## src/rtl/apb_console_writer_pkg.sv

```systemverilog
// Shared types and constants for the APB console writer and its helpers.
package apb_console_writer_pkg;

    typedef enum logic [1:0] {
        IDLE   = 2'd0,
        SETUP  = 2'd1,
        ACCESS = 2'd2
    } apb_state_e;

    localparam logic [31:0] CONSOLE_ADDR_DEFAULT = 32'h1000_0000;
    localparam logic [3:0]  BYTE_LANE_STRB       = 4'b0001;

endpackage

```

## src/rtl/apb_console_writer_fifo.sv

```systemverilog
// Synchronous FIFO with wrap-bit pointers; head word is read straight from the storage array.
module sync_fifo #(
    parameter int unsigned WIDTH = 8,
    parameter int unsigned DEPTH = 8
) (
    input  logic                       clk_i,
    input  logic                       rst_ni,
    input  logic                       push_i,
    input  logic [WIDTH-1:0]           wdata_i,
    input  logic                       pop_i,
    output logic [WIDTH-1:0]           rdata_o,
    output logic                       full_o,
    output logic                       empty_o,
    output logic [$clog2(DEPTH):0]     level_o
);

    localparam int unsigned AW = $clog2(DEPTH);

    logic [AW:0]      wr_ptr_q, wr_ptr_d;
    logic [AW:0]      rd_ptr_q, rd_ptr_d;
    logic [WIDTH-1:0] mem_q [DEPTH];
    logic             push_ok;
    logic             pop_ok;

    // Same index with differing wrap bits means the writer has lapped the reader.
    assign full_o  = (wr_ptr_q[AW] != rd_ptr_q[AW]) &&
                     (wr_ptr_q[AW-1:0] == rd_ptr_q[AW-1:0]);
    assign empty_o = (wr_ptr_q == rd_ptr_q);
    assign level_o = wr_ptr_q - rd_ptr_q;
    assign rdata_o = mem_q[rd_ptr_q[AW-1:0]];

    assign push_ok = push_i && !full_o;
    assign pop_ok  = pop_i && !empty_o;

    always_comb begin
        wr_ptr_d = wr_ptr_q;
        rd_ptr_d = rd_ptr_q;
        if (push_ok) wr_ptr_d = wr_ptr_q + {{AW{1'b0}}, 1'b1};
        if (pop_ok)  rd_ptr_d = rd_ptr_q + {{AW{1'b0}}, 1'b1};
    end

    always_ff @(posedge clk_i or negedge rst_ni) begin
        if (!rst_ni) begin
            wr_ptr_q <= '0;
            rd_ptr_q <= '0;
        end else begin
            wr_ptr_q <= wr_ptr_d;
            rd_ptr_q <= rd_ptr_d;
        end
    end

    always_ff @(posedge clk_i) begin
        if (push_ok) mem_q[wr_ptr_q[AW-1:0]] <= wdata_i;
    end

endmodule

```

## src/rtl/apb_console_writer.sv

```systemverilog
// Buffers a byte stream and writes each byte to the console address as one APB transfer.
module apb_console_writer
    import apb_console_writer_pkg::*;
#(
    parameter logic [31:0] CONSOLE_ADDR = CONSOLE_ADDR_DEFAULT,
    parameter int unsigned FIFO_DEPTH   = 8,
    parameter int unsigned WAIT_MAX     = 255
) (
    input  logic        clk_i,
    input  logic        rst_ni,
    // Byte port: a byte transfers on any rising edge where in_valid_i and in_ready_o are both high.
    input  logic        in_valid_i,
    input  logic [7:0]  in_data_i,
    output logic        in_ready_o,
    output logic        psel_o,
    output logic        penable_o,
    output logic        pwrite_o,
    output logic [31:0] paddr_o,
    output logic [31:0] pwdata_o,
    output logic [3:0]  pstrb_o,
    input  logic        pready_i,
    input  logic        pslverr_i,
    output logic        busy_o,
    output logic [31:0] sent_cnt_o,
    output logic [15:0] err_cnt_o,
    output logic [1:0]  dbg_state_o
);

    localparam int unsigned WW = (WAIT_MAX > 1) ? $clog2(WAIT_MAX + 1) : 1;
    localparam int unsigned LW = $clog2(FIFO_DEPTH) + 1;
    localparam logic [WW-1:0] WAIT_LAST = WW'(WAIT_MAX - 1);

    apb_state_e     state_q, state_d;
    logic [WW-1:0]  wait_q, wait_d;
    logic [31:0]    sent_q, sent_d;
    logic [15:0]    err_q, err_d;

    logic           fifo_full;
    logic           fifo_empty;
    logic [7:0]     fifo_head;
    logic [LW-1:0]  fifo_level;
    logic           pop;
    logic           timeout;
    logic           more;

    sync_fifo #(
        .WIDTH (8),
        .DEPTH (FIFO_DEPTH)
    ) u_fifo (
        .clk_i   (clk_i),
        .rst_ni  (rst_ni),
        .push_i  (in_valid_i),
        .wdata_i (in_data_i),
        .pop_i   (pop),
        .rdata_o (fifo_head),
        .full_o  (fifo_full),
        .empty_o (fifo_empty),
        .level_o (fifo_level)
    );

    assign in_ready_o = !fifo_full;
    assign timeout    = !pready_i && (wait_q == WAIT_LAST);
    // The head is still counted in the level while it is being written out.
    assign more       = fifo_level > LW'(1);

    always_comb begin
        state_d = state_q;
        wait_d  = wait_q;
        sent_d  = sent_q;
        err_d   = err_q;
        pop     = 1'b0;
        case (state_q)
            IDLE: begin
                if (!fifo_empty) state_d = SETUP;
            end
            SETUP: begin
                state_d = ACCESS;
                wait_d  = '0;
            end
            ACCESS: begin
                if (pready_i || timeout) begin
                    pop     = 1'b1;
                    state_d = more ? SETUP : IDLE;
                    if (pready_i && !pslverr_i) begin
                        sent_d = sent_q + 32'd1;
                    end else if (err_q != 16'hFFFF) begin
                        err_d = err_q + 16'd1;
                    end
                end else begin
                    wait_d = wait_q + WW'(1);
                end
            end
            default: state_d = IDLE;
        endcase
    end

    always_ff @(posedge clk_i or negedge rst_ni) begin
        if (!rst_ni) begin
            state_q <= IDLE;
            wait_q  <= '0;
            sent_q  <= '0;
            err_q   <= '0;
        end else begin
            state_q <= state_d;
            wait_q  <= wait_d;
            sent_q  <= sent_d;
            err_q   <= err_d;
        end
    end

    assign psel_o      = (state_q != IDLE);
    assign penable_o   = (state_q == ACCESS);
    assign pwrite_o    = psel_o;
    assign paddr_o     = psel_o ? CONSOLE_ADDR : 32'h0;
    assign pwdata_o    = psel_o ? {24'h0, fifo_head} : 32'h0;
    assign pstrb_o     = psel_o ? BYTE_LANE_STRB : 4'h0;
    assign busy_o      = !fifo_empty || (state_q != IDLE);
    assign sent_cnt_o  = sent_q;
    assign err_cnt_o   = err_q;
    assign dbg_state_o = state_q;

endmodule

```

## config.mk

```make
export PLATFORM = sky130hd
export DESIGN_NAME = apb_console_writer
export DESIGN_NICKNAME = d
export VERILOG_FILES = /design/src/rtl/apb_console_writer_pkg.sv /design/src/rtl/apb_console_writer_fifo.sv /design/src/rtl/apb_console_writer.sv
export SDC_FILE = /design/constraint.sdc
export NUM_CORES = 1
export LEC_CHECK = 0
export ABC_CLOCK_PERIOD_IN_PS = 3500
export CORE_MARGIN = 2
export CORE_UTILIZATION = 29
export DETAILED_ROUTE_END_ITERATION = 16
export HOLD_SLACK_MARGIN = 0.08
export PLACE_DENSITY_LB_ADDON = 0.12
export SLEW_MARGIN = 5
export SYNTH_ARGS = -nofsm -noshare
export SYNTH_HDL_FRONTEND = slang
export SYNTH_SLANG_ARGS = --single-unit
export TNS_END_PERCENT = 100
```

## constraint.sdc

```tcl
create_clock -name clk_i -period 3.5 [get_ports clk_i]
set_input_delay 0.7 -clock clk_i [delete_from_list [all_inputs] [get_ports clk_i]]
set_output_delay 0.7 -clock clk_i [all_outputs]
set_load 0.01 [all_outputs]
```

==> impl_metrics.yaml, run 1 <==
sta:
  fin_ws_ns: 0.328
  holdWs_ns: 0.261
  fmax_mhz: 315
  hold_viol: 0
  clock_skew_ns: 0.00596
  setup-violations-final: 0
  max_slew.worst_pin.slew_ns: 0.777
  grt_setup_unrepaired: "no"
  slew_violations: 0
  slew_headroom_pct: 48.0
  finalCriticalPeriod_ns: 3.17
  fin_tns_setup_ns: 0
  period_share_pct: 90.6
clock_network:
  cts-buffers-inserted: 17
  clk_latency_ns: 0.41
  h-tree-depth: 4
  root_buffer: "clkbuf_16"
  clkTransAtPathRegs_ns: 0.06
  cts.sinks: 130
  clk_path_buf_depth: 2
  ctsHoldBuffers: 0
  tritoncts: "built"
placed_design:
  dpl.hpwl_mm: 9.13
  io_buffers: 77
  place_ws_ns: 0.509
  globalplace.congestion: 0.720
global_route:
  grt_first_pass_wirelength_mm: 20.5
  grt_pass1_vias: 3762
  grt_max_degree: 28
  grt_usage_pct: 12.2
  grt_overflow: 0
  antenna_found_initial: 0
synthesis:
  ys_seq_area_share_pct: 58.5
  ys.flop_type: "dfrtp_1"
  yosysWarnings: 0
  ys_ff_latch: 130
  synth-edff-count: 64
  synth_cells: 479
  synth.cell_area_um2: 6110
  synth-async-reset-ratio_pct: 50.8
  ys_types: 46
  postSynthAreaPerCell_um2: 12.8
power_and_ir_drop:
  clockPowerShare_pct: 32.7
  p_switching_mw: 1.68
  power.share.sequential_pct: 37.7
  max-vdd-ir-drop_uv: 391
  p_leak_nw: 3.09
  comb_power_share_pct: 29.7
  swShare_pct: 31.1
  internal_power_mw: 3.73
  powerDensity_nw_per_um2: 709
worst_setup_path:
  cp_top_family: "buffers and inverters"
  criticalPathCategory: "flip-flop to output pin"
  critPathCaptureType: "output pin"
  required_ns: 2.80
  arrival_ns: 2.47
  path_buf_inv: 2
  cp_slowest_stage_delay_ns: 0.57
  cp_max_fo: 11
  path_cells: "clkinvlp_4 -> ha_1 -> nand3_1 -> nor2_1 -> nand2_1 -> clkdlybuf4s50_1"
  start_kind: "flip-flop"
  critPathSlowestCell: "clkdlybuf4s50_1"
status:
  status: "finished clean"
flow_run:
  maxCapViolCount: 0
die:
  die_y_um: 149
  die_area_um2: 22300
  chipWidth_um: 149
  pin_count: 136
  core_area_um2: 20800
  rows: 53
  initial_core_util_pct: 29.4
route:
  routed_via_density: 4.29
  drtIter0Drc: 151
  drc_errors: 0
  dr_total_vias: 3696
  drt_pre_antenna_iters: 4
  wl_per_cell_um: 15.0
  routed_wl_mm: 12.9
  ant_nets: 0
finish:
  layout-drive-gt1-share_pct: 11.8
  insertedDiodeCount: 0
  finalNetCount: 597
  syn2layout_area_growth_pct: 24.8
worst_hold_path:
  hp-class: "input pin to asynchronous set/reset pin"
==> path summary, 6_finish.rpt <==
check | from | end | slack [ns] | cells past startpoint
setup / recovery | u_fifo.rd_ptr_q[2] | busy_o | 0.33 | 6
hold / removal | rst_ni | sent_cnt_o[18] | 0.26 | 1
setup reg to reg | u_fifo.rd_ptr_q[2] | u_fifo.mem_q[7][2] | 0.92 | 7
hold reg to reg | sent_cnt_o[31] | sent_cnt_o[31] | 0.48 | 1
max in group asynchronous | rst_ni | err_cnt_o[1] | 2.47 | 2
min in group clk_i | sent_cnt_o[31] | sent_cnt_o[31] | 0.48 | 1
==> synth_stat cells (2+ instances only) <==
cell type / n / area [µm²]
nand2b_1: 4 / 25.0
and2b_1: 2 / 15.0
mux2_2: 2 / 22.5
nand4_1: 14 / 87.6
nor3b_1: 3 / 22.5
ha_1: 9 / 113
nor3_1: 11 / 55.1
dfrtp_1: 66 / 1650
o21ai_0: 10 / 50.1
buf_2: 2 / 10.0
nand2_1: 50 / 188
and2_1: 3 / 18.8
xor2_1: 21 / 184
nor4_1: 2 / 12.5
or2_2: 2 / 12.5
and3_1: 7 / 43.8
nor2_1: 18 / 67.6
mux4_2: 16 / 360
buf_4: 61 / 458
edfxtp_1: 64 / 1920
a21oi_1: 12 / 60.1
nand3_1: 24 / 120
clkbuf_1: 4 / 15.0
inv_1: 13 / 48.8
xnor2_1: 35 / 307
and4_1: 4 / 35.0
==> area by class of cell <==
class | instances | area [µm²]
clock inverter | 15 | 168
inverter | 14 | 56.3
timing repair buffer | 88 | 861
sequential | 130 | 3570
multi-input combinational | 323 | 2200
tap | 275 | 344
fill | 2080 | 13200
clock buffer | 17 | 425
==> metrics by stage <==
stage | cells | utilization, % | area [µm²] | power, mW
2_1_floorplan | 536 | - | 6330 | 3.04
3_3_place_gp | 830 | 33.8 | 7030 | 3.69
3_5_place_dp | 830 | 33.8 | 7030 | 3.71
4_1_cts | 862 | 36.6 | 7630 | 5.51
5_1_grt | 862 | 36.7 | 7630 | 5.74
6_report | 862 | 36.7 | 7630 | 5.41
==> cells by family after synthesis <==
kind of cell / share of synthesized area (%)
AO/OA/AOI/OAI: 2.62
flip-flops: 58.5
adder cells (fa/ha/maj): 2.17
other: 0.0613
multiplexers: 6.26
buffers and inverters: 9.01
AND/OR/NAND/NOR: 13.4
XOR/XNOR: 8.02
==> worst reg2reg max path, cell delays in order (launching register included) <==
cell        delay [ns]
dfrtp_2           0.50
clkinvlp_4        0.25
ha_1              0.39
nand3_1           0.11
nand2b_1          0.14
and2_1            0.28
nand4_1           0.19
inv_1             0.37
==> cells in the final DEF, fill, tap and decap left out, types with 4 or more instances in the layout <==
master / instances
conb_1: 58
mux4_2: 16
nor3_1: 11
nand2b_1: 4
clkdlybuf4s50_1: 76
and3_1: 7
a21oi_1: 12
xnor2_1: 35
nand3_1: 24
nor2_1: 18
nand4_1: 14
edfxtp_1: 64
o21ai_0: 10
ha_1: 9
nand2_1: 50
and4_1: 4
buf_4: 10
clkinv_4: 5
xor2_1: 21
inv_1: 13
dfrtp_1: 65
clkbuf_16: 17
==> state kept, by name (all words and copies together) (netlist names) <==
name / cells
err_cnt_o: 16
u_fifo.mem_q: 64
u_fifo.rd_ptr_q: 4
dbg_state_o: 2
wait_q: 8
sent_cnt_o: 32
u_fifo.wr_ptr_q: 4
==> per-layer routing <==
layer  wire [µm]  vias to the layer above  GRT usage, %
li1            -                     1773             -
met5           0                        -             0
met1        5980                     1825          15.9
met3         648                        8          4.43
met4         124                        0          3.48
met2        6180                       90          19.2
==> power groups by stage <==
stage	Sequential [mW]	Combinational, mW	Clock (mW)
2_1_floorplan	2.01	1.03	0
3_3_place_gp	2.06	1.64	0
3_5_place_dp	2.06	1.64	0
4_1_cts	2.03	1.65	1.82
5_1_grt	2.07	1.77	1.89
6_report	2.04	1.61	1.77
==> repair_timing <==
| action | CTS | global route |
|---|---|---|
| resized for setup | 0 | 2 |
| endpoints found under the setup margin | 0 | 1 |
| setup buffers | 0 | 0 |
Power figures use the tool's default switching activity.
==> run 2: changes to the inputs <==
Settings changed: ABC_CLOCK_PERIOD_IN_PS 3500 to 3900.
Clock period 3.5 ns to 3.9 ns, I/O delays scaled along.
==> impl_metrics.yaml, run 2 (synthesis gave the netlist of run 1 again) <==
global_route:
  grt_first_pass_wirelength_mm: 19.9
  antenna_found_initial: 0
  grt_pass1_vias: 3755
  grt_usage_pct: 11.8
  grt_max_degree: 67
  grt_overflow: 0
worst_setup_path:
  path_buf_inv: 2
  r2r-start: "u_fifo.rd_ptr_q[2]"
  worst_r2r_path_depth: 7
  critPathCaptureType: "output pin"
  arrival_ns: 2.74
  required_ns: 3.12
  cp_top_family: "buffers and inverters"
  cp_max_fo: 11
  critPathSlowestCell: "dfrtp_1"
  path_cells: "clkinv_1 -> ha_1 -> nand3_1 -> nor2_1 -> nand2_1 -> clkdlybuf4s50_1"
  startpoint: "u_fifo.rd_ptr_q[2]"
  criticalPathCategory: "flip-flop to output pin"
  worstSetupPathDepth: 6
  start_kind: "flip-flop"
  cp_slowest_stage_delay_ns: 0.58
worst_hold_path:
  hp-class: "flip-flop to flip-flop"
  min_path_cells: 1
  hold_start: "wait_q[7]"
finish:
  insertedDiodeCount: 0
  largest_reg_flops: 64
  finalNetCount: 595
  syn2layout_area_growth_pct: 24.4
  n_fill_cell: 2058
  multiInputGateArea_um2: 2200
  final_cell_mix: "clkdlybuf4s50_1 (76), dfrtp_1 (66), edfxtp_1 (64)"
  final_common_cell: "clkdlybuf4s50_1"
  layout-drive-gt1-share_pct: 11.6
  seqCellArea_um2: 3570
placed_design:
  io_buffers: 77
  dpl.hpwl_mm: 8.56
  globalplace.congestion: 0.730
  place_ws_ns: 0.783
power_and_ir_drop:
  powerDensity_nw_per_um2: 634
  max-vdd-ir-drop_uv: 306
  p_leak_nw: 3.08
clock_network:
  tritoncts: "built"
  post_cts_buffers: 0
  cts.sinks: 130
  clkTransAtPathRegs_ns: 0.06
  clk_latency_ns: 0.41
  clk_path_buf_depth: 2
  h-tree-depth: 4
  cts-buffers-inserted: 17
  root_buffer: "clkbuf_16"
  ctsHoldBuffers: 0
  cts_resized: 0
sta:
  finalCriticalPeriod_ns: 3.52
  max_slew.worst_pin.slew_ns: 0.870
  slew_headroom_pct: 42.0
  period_share_pct: 90.2
  fmax_mhz: 284
  holdWs_ns: 0.482
  fin_ws_ns: 0.382
  grt_setup_unrepaired: "no"
  hold_viol: 0
  slew_violations: 0
  clock_skew_ns: 0.00782
  setup-violations-final: 0
  fin_tns_setup_ns: 0
route:
  dr_total_vias: 3723
  routed_via_density: 4.33
  routed_wl_mm: 12.5
  drtIter0Drc: 212
  drc_errors: 0
  drt_pre_antenna_iters: 4
  wl_per_cell_um: 14.5
  ant_nets: 0
die:
  rows: 53
  chipWidth_um: 149
  initial_core_util_pct: 29.4
  core_area_um2: 20800
  die_y_um: 149
  die_area_um2: 22300
  pin_count: 136
flow_run:
  maxCapViolCount: 0
status:
  status: "finished clean"
## run 2: changes by cell type in the layout (fill, tap and decap cells not counted)
cell / delta
clkinv_4: +1
buf_4: -1
dfrtp_2: -1
bufinv_16: -1
inv_6: +6
clkinv_1: -2
buf_12: -1
dfrtp_1: +1
clkinv_2: -3
clkinvlp_4: -1
## run 2: per-layer routing
| metal | vias to the layer above | part of all wire, % | GRT usage (%) |
|---|---|---|---|
| li1 | 1763 | - | - |
| met1 | 1845 | 46 | 15.5 |
| met2 | 106 | 48 | 18.4 |
| met3 | 9 | 4.9 | 3.55 |
| met4 | 0 | 0.96 | 4.29 |
| met5 | - | 0 | 0 |
## run 2: layout make-up
cell class                 count  area share [%]
timing repair buffer          86            11.0
multi-input combinational    323            29.0
clock inverter                15            2.27
tap                          275            4.52
clock buffer                  17            5.59
inverter                      14           0.691
sequential                   130            47.0
## run 2: worst register-to-register path, delay by kind of cell, from the launching register on
kind | cells | cell delay, ns
fa+ha+maj | 1 | 0.45
flops | 1 | 0.58
simple gates | 5 | 1.29
buf+inv | 1 | 0.39
## run 2: stage by stage
stage,util (%),total power [mW],cell area [µm²],instances
3_5_place_dp,33.6,3.28,7010,828
3_3_place_gp,33.6,3.27,7010,828
5_1_grt,36.5,5.13,7600,860
2_1_floorplan,-,2.72,6330,536
4_1_cts,36.5,4.91,7600,860
6_report,36.5,4.82,7600,860
## run 2: path summary, 6_finish.rpt
path	endpoint	slack, ns
max	busy_o	0.38
min in group asynchronous	sent_cnt_o[19]	0.54
max in group asynchronous	u_fifo.rd_ptr_q[2]	2.76
max reg2reg	u_fifo.mem_q[6][2]	0.81
min	wait_q[7]	0.48
min reg2reg	wait_q[7]	0.48
## run 2: where the power goes
group	switching (mW)	internal, mW	total, mW
clock	0.643	0.958	1.60
sequential	0.160	1.65	1.81
combinational	0.733	0.679	1.41
==> run 3: changes to the inputs <==
Settings changed: CORE_UTILIZATION 29 to 55.
==> impl_metrics.yaml, run 3 (synthesis gave the netlist of run 1 again) <==
status:
  status: "finished clean"
clock_network:
  h-tree-depth: 4
  clkTransAtPathRegs_ns: 0.06
  cts-buffers-inserted: 17
  clk_path_buf_depth: 2
  tritoncts: "built"
  ctsHoldBuffers: 0
  cts.sinks: 130
  clk_latency_ns: 0.52
  root_buffer: "clkbuf_8"
power_and_ir_drop:
  powerDensity_nw_per_um2: 633
  max-vdd-ir-drop_uv: 406
  p_leak_nw: 3.06
worst_hold_path:
  hp-class: "input pin to asynchronous set/reset pin"
sta:
  hold_viol: 0
  fin_tns_setup_ns: 0
  max_slew.worst_pin.slew_ns: 0.953
  finalCriticalPeriod_ns: 3.67
  period_share_pct: 94.1
  fmax_mhz: 273
  setup-violations-final: 0
  slew_headroom_pct: 36.5
  clock_skew_ns: 0.00843
  grt_setup_unrepaired: "no"
  slew_violations: 0
flow_run:
  maxCapViolCount: 0
worst_setup_path:
  cp_max_fo: 11
  critPathCaptureType: "output pin"
  criticalPathCategory: "flip-flop to output pin"
  required_ns: 3.12
  arrival_ns: 2.89
  path_cells: "clkinvlp_4 -> ha_1 -> nand3_1 -> nor2_1 -> nand2_1 -> clkdlybuf4s50_1"
  cp_slowest_stage_delay_ns: 0.66
  start_kind: "flip-flop"
  worst_r2r_path_depth: 7
  critPathSlowestCell: "dfrtp_1"
placed_design:
  globalplace.congestion: 0.829
  dpl.hpwl_mm: 7.60
  io_buffers: 77
die:
  die_area_um2: 12000
  die_y_um: 109
  chipWidth_um: 109
  rows: 38
  initial_core_util_pct: 56.4
  core_area_um2: 10800
  pin_count: 136
route:
  routed_wl_mm: 11.4
  routed_via_density: 5.18
  drt_pre_antenna_iters: 4
  dr_total_vias: 3754
  wl_per_cell_um: 15.7
  ant_nets: 0
  drtIter0Drc: 157
  drc_errors: 0
finish:
  layout-drive-gt1-share_pct: 11.8
  final_common_cell: "clkdlybuf4s50_1"
  finalNetCount: 595
  insertedDiodeCount: 0
  fin_util_pct: 68.3
  final_cell_mix: "clkdlybuf4s50_1 (76), dfrtp_1 (66), edfxtp_1 (64)"
  n_fill_cell: 818
  syn2layout_area_growth_pct: 21.0
  largest_reg_flops: 64
global_route:
  antenna_found_initial: 0
  grt_usage_pct: 20.6
  grt_max_degree: 38
  grt_first_pass_wirelength_mm: 18.3
  grt_pass1_vias: 3542
  grt_overflow: 0
==> run 3: cell count changes in the layout (fill, tap and decap cells not counted) <==
cell        delta
clkbuf_16      -1
inv_6          -4
bufinv_16      -2
clkinv_2       +1
clkinv_4       -3
clkinvlp_4     +3
clkinv_8       +1
clkinv_1       -1
clkbuf_8       +1
inv_8          +5
==> run 3: cell type report <==
class / count / area [µm²] / share of cell area [%]
clock buffer: 17 / 414 / 5.60
clock inverter: 15 / 144 / 1.94
inverter: 14 / 56.3 / 0.761
multi-input combinational: 323 / 2200 / 29.8
sequential: 130 / 3570 / 48.3
tap: 140 / 175 / 2.37
timing repair buffer: 86 / 833 / 11.3
==> run 3: metal layers <==
layer	wire length (µm)	share of wire, %	global-route usage [%]	up-vias
li1	-	-	-	1762
met1	5230	46	28.3	1869
met2	5510	48	32.2	109
met3	515	4.5	4.92	14
met4	157	1.4	7.78	0
met5	0	0	0	-
==> run 3: critical path, delay by kind of cell, from the launching register on <==
family / cells / cell delay (ns)
buf+inv: 2 / 0.92
flops: 1 / 0.66
fa+ha+maj: 1 / 0.42
simple gates: 3 / 0.37
==> run 3: what timing repair did <==
item	CTS	global route
gates resized for setup	0	1
setup endpoints to repair	0	1
setup buffers	0	0
==> run 3: final timing paths <==
kind                                     from            endpoint  slack (ns)
setup / recovery           u_fifo.rd_ptr_q[2]              busy_o        0.23
hold reg to reg                sent_cnt_o[31]      sent_cnt_o[31]        0.47
setup reg to reg           u_fifo.rd_ptr_q[1]  u_fifo.mem_q[7][0]        0.89
hold / removal                         rst_ni      sent_cnt_o[16]        0.30
min in group clk_i             sent_cnt_o[31]      sent_cnt_o[31]        0.47
max in group asynchronous              rst_ni        err_cnt_o[5]        2.67
==> run 3: power by group <==
group | internal [mW] | total, mW | switching, mW
registers | 1.65 | 1.85 | 0.208
logic | 0.682 | 1.36 | 0.681
clock network | 0.811 | 1.47 | 0.655
total | 3.14 | 4.68 | 1.54
==> run 3: stage by stage <==
stage | setup slack, ns | cell area [µm²] | hold slack, ns | total power, mW | cells
after detailed placement | 0.706 | 6840 | 0.467 | 3.24 | 693
final | 0.230 | 7400 | 0.295 | 4.68 | 725
after floorplan | 0.748 | 6330 | 0.444 | 2.72 | 536
after CTS | 0.135 | 7400 | 0.298 | 4.72 | 725
after global placement | 0.722 | 6840 | 0.461 | 3.21 | 693
after global routing | 0.0468 | 7400 | 0.340 | 4.95 | 725
